## src/rtl/rf_access_seq.sv

```systemverilog
// Operand-fetch / write-back sequencer for a 1R1W register file.
// Serialises the Rb/Rc reads, hands operands to the ALU and writes the result back to Ra.
module rf_access_seq #(
    parameter int depth = 4,
    parameter int width = 32
) (
    input  logic             clk,
    input  logic             clr,
    input  logic             start,
    input  logic             rb_en,
    input  logic             rc_en,
    input  logic             ba_mode,
    input  logic             wb_en,
    input  logic [depth-1:0] ra,
    input  logic [depth-1:0] rb,
    input  logic [depth-1:0] rc,
    output logic [depth-1:0] rf_r_addr,
    input  logic [width-1:0] rf_r_data,
    output logic             rf_wr_en,
    output logic [depth-1:0] rf_w_addr,
    output logic [width-1:0] rf_w_data,
    output logic [width-1:0] opa,
    output logic [width-1:0] opb,
    output logic             opnd_valid,
    input  logic             opnd_ready,
    input  logic [width-1:0] res_data,
    input  logic             res_valid,
    output logic             res_ready,
    output logic             busy,
    output logic             done,
    output logic [2:0]       dbg_state
);

    // Handshakes: a transfer happens on a rising edge where valid && ready;
    // the sender holds valid and its data stable until that edge.
    typedef enum logic [2:0] {
        S_IDLE     = 3'd0,
        S_RD_B     = 3'd1,
        S_RD_C     = 3'd2,
        S_ISSUE    = 3'd3,
        S_WAIT_RES = 3'd4,
        S_WB       = 3'd5
    } state_t;

    state_t r_state;
    state_t w_next;

    logic [depth-1:0] r_ra;
    logic [depth-1:0] r_rb;
    logic [depth-1:0] r_rc;
    logic             r_rc_en;
    logic             r_ba_mode;
    logic             r_wb_en;
    logic [width-1:0] r_opa;
    logic [width-1:0] r_opb;
    logic [width-1:0] r_result;
    logic             w_rb_zero;

    assign w_rb_zero = r_ba_mode && (r_rb == '0);

    always_ff @(posedge clk) begin
        if (!clr) begin
            r_state <= S_IDLE;
        end else begin
            r_state <= w_next;
        end
    end

    always_comb begin
        w_next = r_state;
        case (r_state)
            S_IDLE: begin
                if (start) begin
                    if (rb_en) begin
                        w_next = S_RD_B;
                    end else if (rc_en) begin
                        w_next = S_RD_C;
                    end else begin
                        w_next = S_ISSUE;
                    end
                end
            end
            S_RD_B:     w_next = r_rc_en ? S_RD_C : S_ISSUE;
            S_RD_C:     w_next = S_ISSUE;
            S_ISSUE:    if (opnd_ready) w_next = S_WAIT_RES;
            S_WAIT_RES: if (res_valid) w_next = S_WB;
            S_WB:       w_next = S_IDLE;
            default:    w_next = S_IDLE;
        endcase
    end

    // Operands clear on the start edge so a skipped source reads as zero.
    always_ff @(posedge clk) begin
        if (!clr) begin
            r_ra      <= '0;
            r_rb      <= '0;
            r_rc      <= '0;
            r_rc_en   <= 1'b0;
            r_ba_mode <= 1'b0;
            r_wb_en   <= 1'b0;
            r_opa     <= '0;
            r_opb     <= '0;
            r_result  <= '0;
        end else begin
            if (r_state == S_IDLE && start) begin
                r_ra      <= ra;
                r_rb      <= rb;
                r_rc      <= rc;
                r_rc_en   <= rc_en;
                r_ba_mode <= ba_mode;
                r_wb_en   <= wb_en;
                r_opa     <= '0;
                r_opb     <= '0;
            end
            if (r_state == S_RD_B) begin
                r_opa <= w_rb_zero ? '0 : rf_r_data;
            end
            if (r_state == S_RD_C) begin
                r_opb <= rf_r_data;
            end
            if (r_state == S_WAIT_RES && res_valid) begin
                r_result <= res_data;
            end
        end
    end

    always_comb begin
        rf_r_addr  = '0;
        rf_wr_en   = 1'b0;
        rf_w_addr  = '0;
        rf_w_data  = '0;
        opnd_valid = 1'b0;
        res_ready  = 1'b0;
        done       = 1'b0;
        busy       = (r_state != S_IDLE);
        case (r_state)
            S_RD_B:     rf_r_addr = r_rb;
            S_RD_C:     rf_r_addr = r_rc;
            S_ISSUE:    opnd_valid = 1'b1;
            S_WAIT_RES: res_ready = 1'b1;
            S_WB: begin
                rf_wr_en  = r_wb_en;
                rf_w_addr = r_ra;
                rf_w_data = r_result;
                done      = 1'b1;
            end
            default: ;
        endcase
    end

    assign opa       = r_opa;
    assign opb       = r_opb;
    assign dbg_state = r_state;

endmodule

```

## config.mk

```make
export PLATFORM = sky130hd
export DESIGN_NAME = rf_access_seq
export DESIGN_NICKNAME = d
export VERILOG_FILES = /design/src/rtl/rf_access_seq.sv
export SDC_FILE = /design/constraint.sdc
export NUM_CORES = 1
export LEC_CHECK = 0
export CAP_MARGIN = 15
export CORE_MARGIN = 2
export CORE_UTILIZATION = 44
export CTS_BUF_LIST = sky130_fd_sc_hd__clkbuf_2 sky130_fd_sc_hd__clkbuf_4 sky130_fd_sc_hd__clkbuf_8
export DETAILED_ROUTE_END_ITERATION = 12
export HOLD_SLACK_MARGIN = 0.1
export PLACE_DENSITY = 0.87
export REMOVE_ABC_BUFFERS = 1
export SYNTH_ARGS = -nofsm -noshare
export SYNTH_HDL_FRONTEND = slang
export SYNTH_SLANG_ARGS = --single-unit
```

## constraint.sdc

```tcl
create_clock -name clk -period 2.1 [get_ports clk]
set_input_delay 0.525 -clock clk [delete_from_list [all_inputs] [get_ports clk]]
set_output_delay 0.525 -clock clk [all_outputs]
set_load 0.1 [all_outputs]
```

Word level (Yosys, flattened, before mapping)
Index checks and enable logic that the tools add are counted.
{ "totals": {"register_bits": 114, "latchBits": 0, "mem_bits_rw": 0, "mem_bits_ro": 0, "inputBits": 85, "output_inout_bits": 112, "elab_cells": 45, "mem_count": 0} }
{ "op_classes": {"addsub": 0, "multipliers": 0, "div": 0, "n_lt_le_gt_ge": 0, "eq_ne": 8, "shift": 0, "muxes": 18, "bitwise_logic": 0, "n_reduce_logical": 9} }
{ "ops": {"columns": ["operator", "count"], "rows": [
  ["$mux W32", 5],
  ["$pmux W3 S5", 1],
  ["$mux W3", 3],
  ["$pmux W4 S2", 1],
  ["$eq A3 B2 Y1 const B", 2],
  ["$eq A3 B3 Y1 const B", 2],
  ["$mux W1", 6],
  ["$ne A2 B2 Y1 const B", 3],
  ["$logic_not A4 Y1", 1],
  ["$mux W4", 1],
  ["$reduce_bool A2 Y1", 2],
  ["$eq A3 B1 Y1 const B", 1],
  ["$logic_and A1 B1 Y1", 3],
  ["$logic_not A3 Y1", 1],
  ["$reduce_and A3 Y1", 1],
  ["$reduce_bool A3 Y1", 1],
  ["$mux W2", 1]
]} }

Longest topological paths before layout
Gate-level depths: netlist of run 1.
{ "depth": {"ltp_word": 4, "ltp_mapped": 7, "ltp_nobuf": 5} }

Worst setup path after synthesis of run 1
OpenSTA, ideal clock, no wires.
{ "synth_timing": {"path_type": "register to output", "start": "reg r_state[0], in the netlist dbg_state[0]", "end": "out rf_w_addr[0]", "arrival_ns": 3.330, "required_ns": 1.575, "setup_slack_ns": -1.755, "stages_incl_launch_ff": 5, "path_buffers": 2, "path_cell_list": "dfxtp_1 -> buf_2 -> and3b_1 -> clkbuf_1 -> and2_1"} }
{ "synth_via": {"elab_chain_len": 2} }
{ "synth_rtl": {"columns": ["element", "line_no", "rtl"], "rows": [
  ["start: declaration", "45", "state_t r_state;"],
  ["start signal: assignment", "65", "r_state <= w_next;"],
  ["$eq A3 B3 Y1", "136", "case (r_state)"],
  ["$mux W4", "136", null],
  ["end: declaration", "20", "output logic [depth-1:0] rf_w_addr,"]
]} }
No other way between the ends.

Worst setup path after layout of run 1
{ "layout_timing": {"start": "reg r_state[1], in the netlist dbg_state[1]", "end": "out rf_w_data[23]"} }
{ "layout_via": {"elab_chain_len": 2} }
{ "layout_rtl": {"columns": ["element", "line_no", "rtl"], "rows": [
  ["$eq A3 B3 Y1", "136", null],
  ["$mux W32", "136", null],
  ["end: declaration", "21", "output logic [width-1:0] rf_w_data,"]
]} }
No other way between the ends.

==> impl_metrics.ini, run 1 <==
[synth]
ys_seq_elements = 114
netlist_area_um2 = 4730
syn-instance-count = 498
avgSynthCellArea_um2 = 9.50
seq_area_frac_synth_pct = 48.2
yosysWarningCount = 0
synth.distinct_cells = 32

[sta]
slew_headroom_pct = 69.4
rsz0062_at_grt = yes
setup_viol = 37
worstMarginPinSlew_ns = 0.457
min_period_ns = 2.17
hold_viol = 0
skew_ns = 0.0105
fin_ws_ns = -0.0700
setup_tns_ns = -1.58
hold_ws_ns = 0.449
min_period_over_period_pct = 103
drv_slew = 0
fmax_mhz = 461

[floorplanning]
die-area_um2 = 11600
die_x_um = 108
rows = 37
die_y_um = 108
core_area_um2 = 10400
initial_core_util_pct = 45.6
io_pins = 197

[global_route]
grt_use_total_pct = 22.9
gr-total-overflow = 0
grt_max_degree = 115
grt_pass1_vias = 4405
antenna_found_initial = 0
grt_pass1_wl_mm = 21.0

[clock_tree]
cts_max_level = 4
numCtsBuffers = 17
insertion_delay_ns = 0.41
cts-root-buf = clkbuf_8
cts_sinks = 114
path_clk_slew_ns = 0.07
cts_tree = built
cts_hold_buf = 0
cts.path.max_buffers = 2

[drt]
ant_nets = 0
drt_iter0_drc = 217
drc = 0
vias_per_cell = 5.08
avgRoutedWirePerCell_um = 16.4
dr_total_vias = 4249
wl_mm = 13.7
drt_first_pass_iters = 5

[critical_path]
critPathCaptureType = output pin
arrival_ns = 1.65
crit_type = register to output pin
cp-start-kind = register
path_cells = and3b_2 -> clkbuf_16 -> and2_1 -> buf_12
cp_slowest_stage_delay_ns = 0.37
slowest_stage = dfxtp_4
cp_max_fo = 19
worstPathRequired_ns = 1.57

[outcome]
status = finished, violations left
violations = setup timing

[placed_design]
post-dp-hpwl_mm = 9.29
port_buffers = 196
place_area_um2 = 7160
finalWeightedCongestion = 0.806
dp.cells = 801

[finish]
diodes = 0
finalNetCount = 773
final_cells = 837
final_util_pct = 74.0
layout-drive-gt1-share_pct = 30.7
area_growth_pct = 62.0
fin_area_um2 = 7670

[power]
p_leak_nw = 2.88
ir_drop_v = 0.000727
p_per_area_nw_per_um2 = 902

[flow_run]
maxCapViolCount = 0

[worst_hold_path]
hold_class = register to register
timing repair:
item                                    CTS  global route
setup buffers                             2             1
pin swaps                                 2             5
cloned                                    0             1
resized for setup                         9            15
hold endpoints to repair                  0             0
endpoints found under the setup margin   43            43
synth_stat cells:
master    number  area (um^2)
dfxtp_1      114         2280
nand2_1       95          357
nor2b_1       66          413
and2_1        38          238
a22oi_1       35          263
a21boi_1      30          225
a22oi_2       30          375
clkbuf_1      20         75.1
a21boi_0      19          143
buf_2         12         60.1
buf_4          5         37.5
a22o_1         4         35.0
nor2_1         4         15.0
buf_6          3         33.8
and3b_1        2         17.5
inv_1          2         7.51
nand2b_1       2         12.5
nand3_1        2         10.0
o21ai_0        2         10.0
a21oi_1        1         5.00
and3_1         1         6.26
and4b_1        1         10.0
nor2_4         1         11.3
nor3_2         1         10.0
nor3b_2        1         12.5
nor3b_4        1         18.8
nor4b_1        1         8.76
o21a_2         1         8.76
o21ai_1        1         5.00
o21ai_2        1         8.76
o311ai_0       1         8.76
or4b_1         1         10.0
power by group:
group / switching (mW) / internal (mW) / total [mW]
registers: 0.114 / 2.33 / 2.45
logic: 1.69 / 0.749 / 2.44
clock network: 0.934 / 1.10 / 2.03
total: 2.74 / 4.18 / 6.91
cell families after synthesis:
| kind of cell | after synthesis | share of synthesized area, % |
|---|---|---|
| AOI/OAI and AO/OA | 125 | 23.0 |
| buffers and inverters | 42 | 4.52 |
| DFF | 114 | 48.2 |
| and+or+nand+nor | 217 | 24.3 |
cell type report:
class | count | area (um^2)
inverters | 2 | 7.51
clock inverters | 14 | 155
well taps | 136 | 170
clock buffers | 18 | 248
repair buffers | 211 | 2490
multi-input cells | 342 | 2300
flip-flops and latches | 114 | 2290
fillers | 724 | 2700
registers in the layout, indices dropped and copies added (netlist names):
signal / count
r_rb: 4
r_rc_en: 1
r_rc: 4
r_ba_mode: 1
r_wb_en: 1
r_result: 32
opa: 32
dbg_state: 3
opb: 32
r_ra: 4
layout by cell type, fill, tap and decap left out, types with 2 or more instances in the layout:
cell type        count
a21boi_0            19
a21boi_1            30
a22o_1               4
a22oi_1             35
a22oi_2             30
and2_1              26
and2_4              12
buf_12              55
buf_4               71
bufinv_16            2
clkbuf_8            18
clkdlybuf4s50_1     83
clkinv_4             4
clkinvlp_4           5
dfxtp_1            111
dfxtp_4              3
inv_6                2
nand2_1             95
nand2b_1             2
nand3_1              2
nor2_1               3
nor2_4               2
nor2b_1             66
nor3b_4              2
o21ai_0              2
worst max-delay path, delay by kind of cell, from the launching register on:
kind                   cells  cell delay, ns
buffers and inverters      2            0.37
flip-flops                 1            0.37
AND/OR/NAND/NOR            2            0.48
worst paths after layout:
path	depth (start not counted)	to	slack [ns]	from
worst max register to register	5	dbg_state[0]	0.41	dbg_state[1]
worst min-delay path	2	r_result[28]	0.45	r_result[28]
worst min register to register	2	r_result[28]	0.45	r_result[28]
worst max-delay path	4	rf_w_data[23]	-0.07	dbg_state[1]
metal layers:
metal	global-route usage, %	routed length (um)
met5	0	0
met4	10.5	439
met3	6.23	739
met2	42.5	7400
met1	23.9	5130
through the flow:
stage	worst slack (ns)	power [mW]
floorplan	-1.83	4.08
global placement	0.229	4.84
detailed placement	0.148	4.88
CTS	-0.0859	6.94
global route	-0.143	7.18
finish	-0.0700	6.91
No activity file was read; power rests on OpenSTA's default activity.
==> run 2: changes to the inputs <==
CTS_CLUSTER_DIAMETER = 120   (was default)
==> results of run 2 <==
No change in the layout: final DEF, timing and power equal those of run 1.
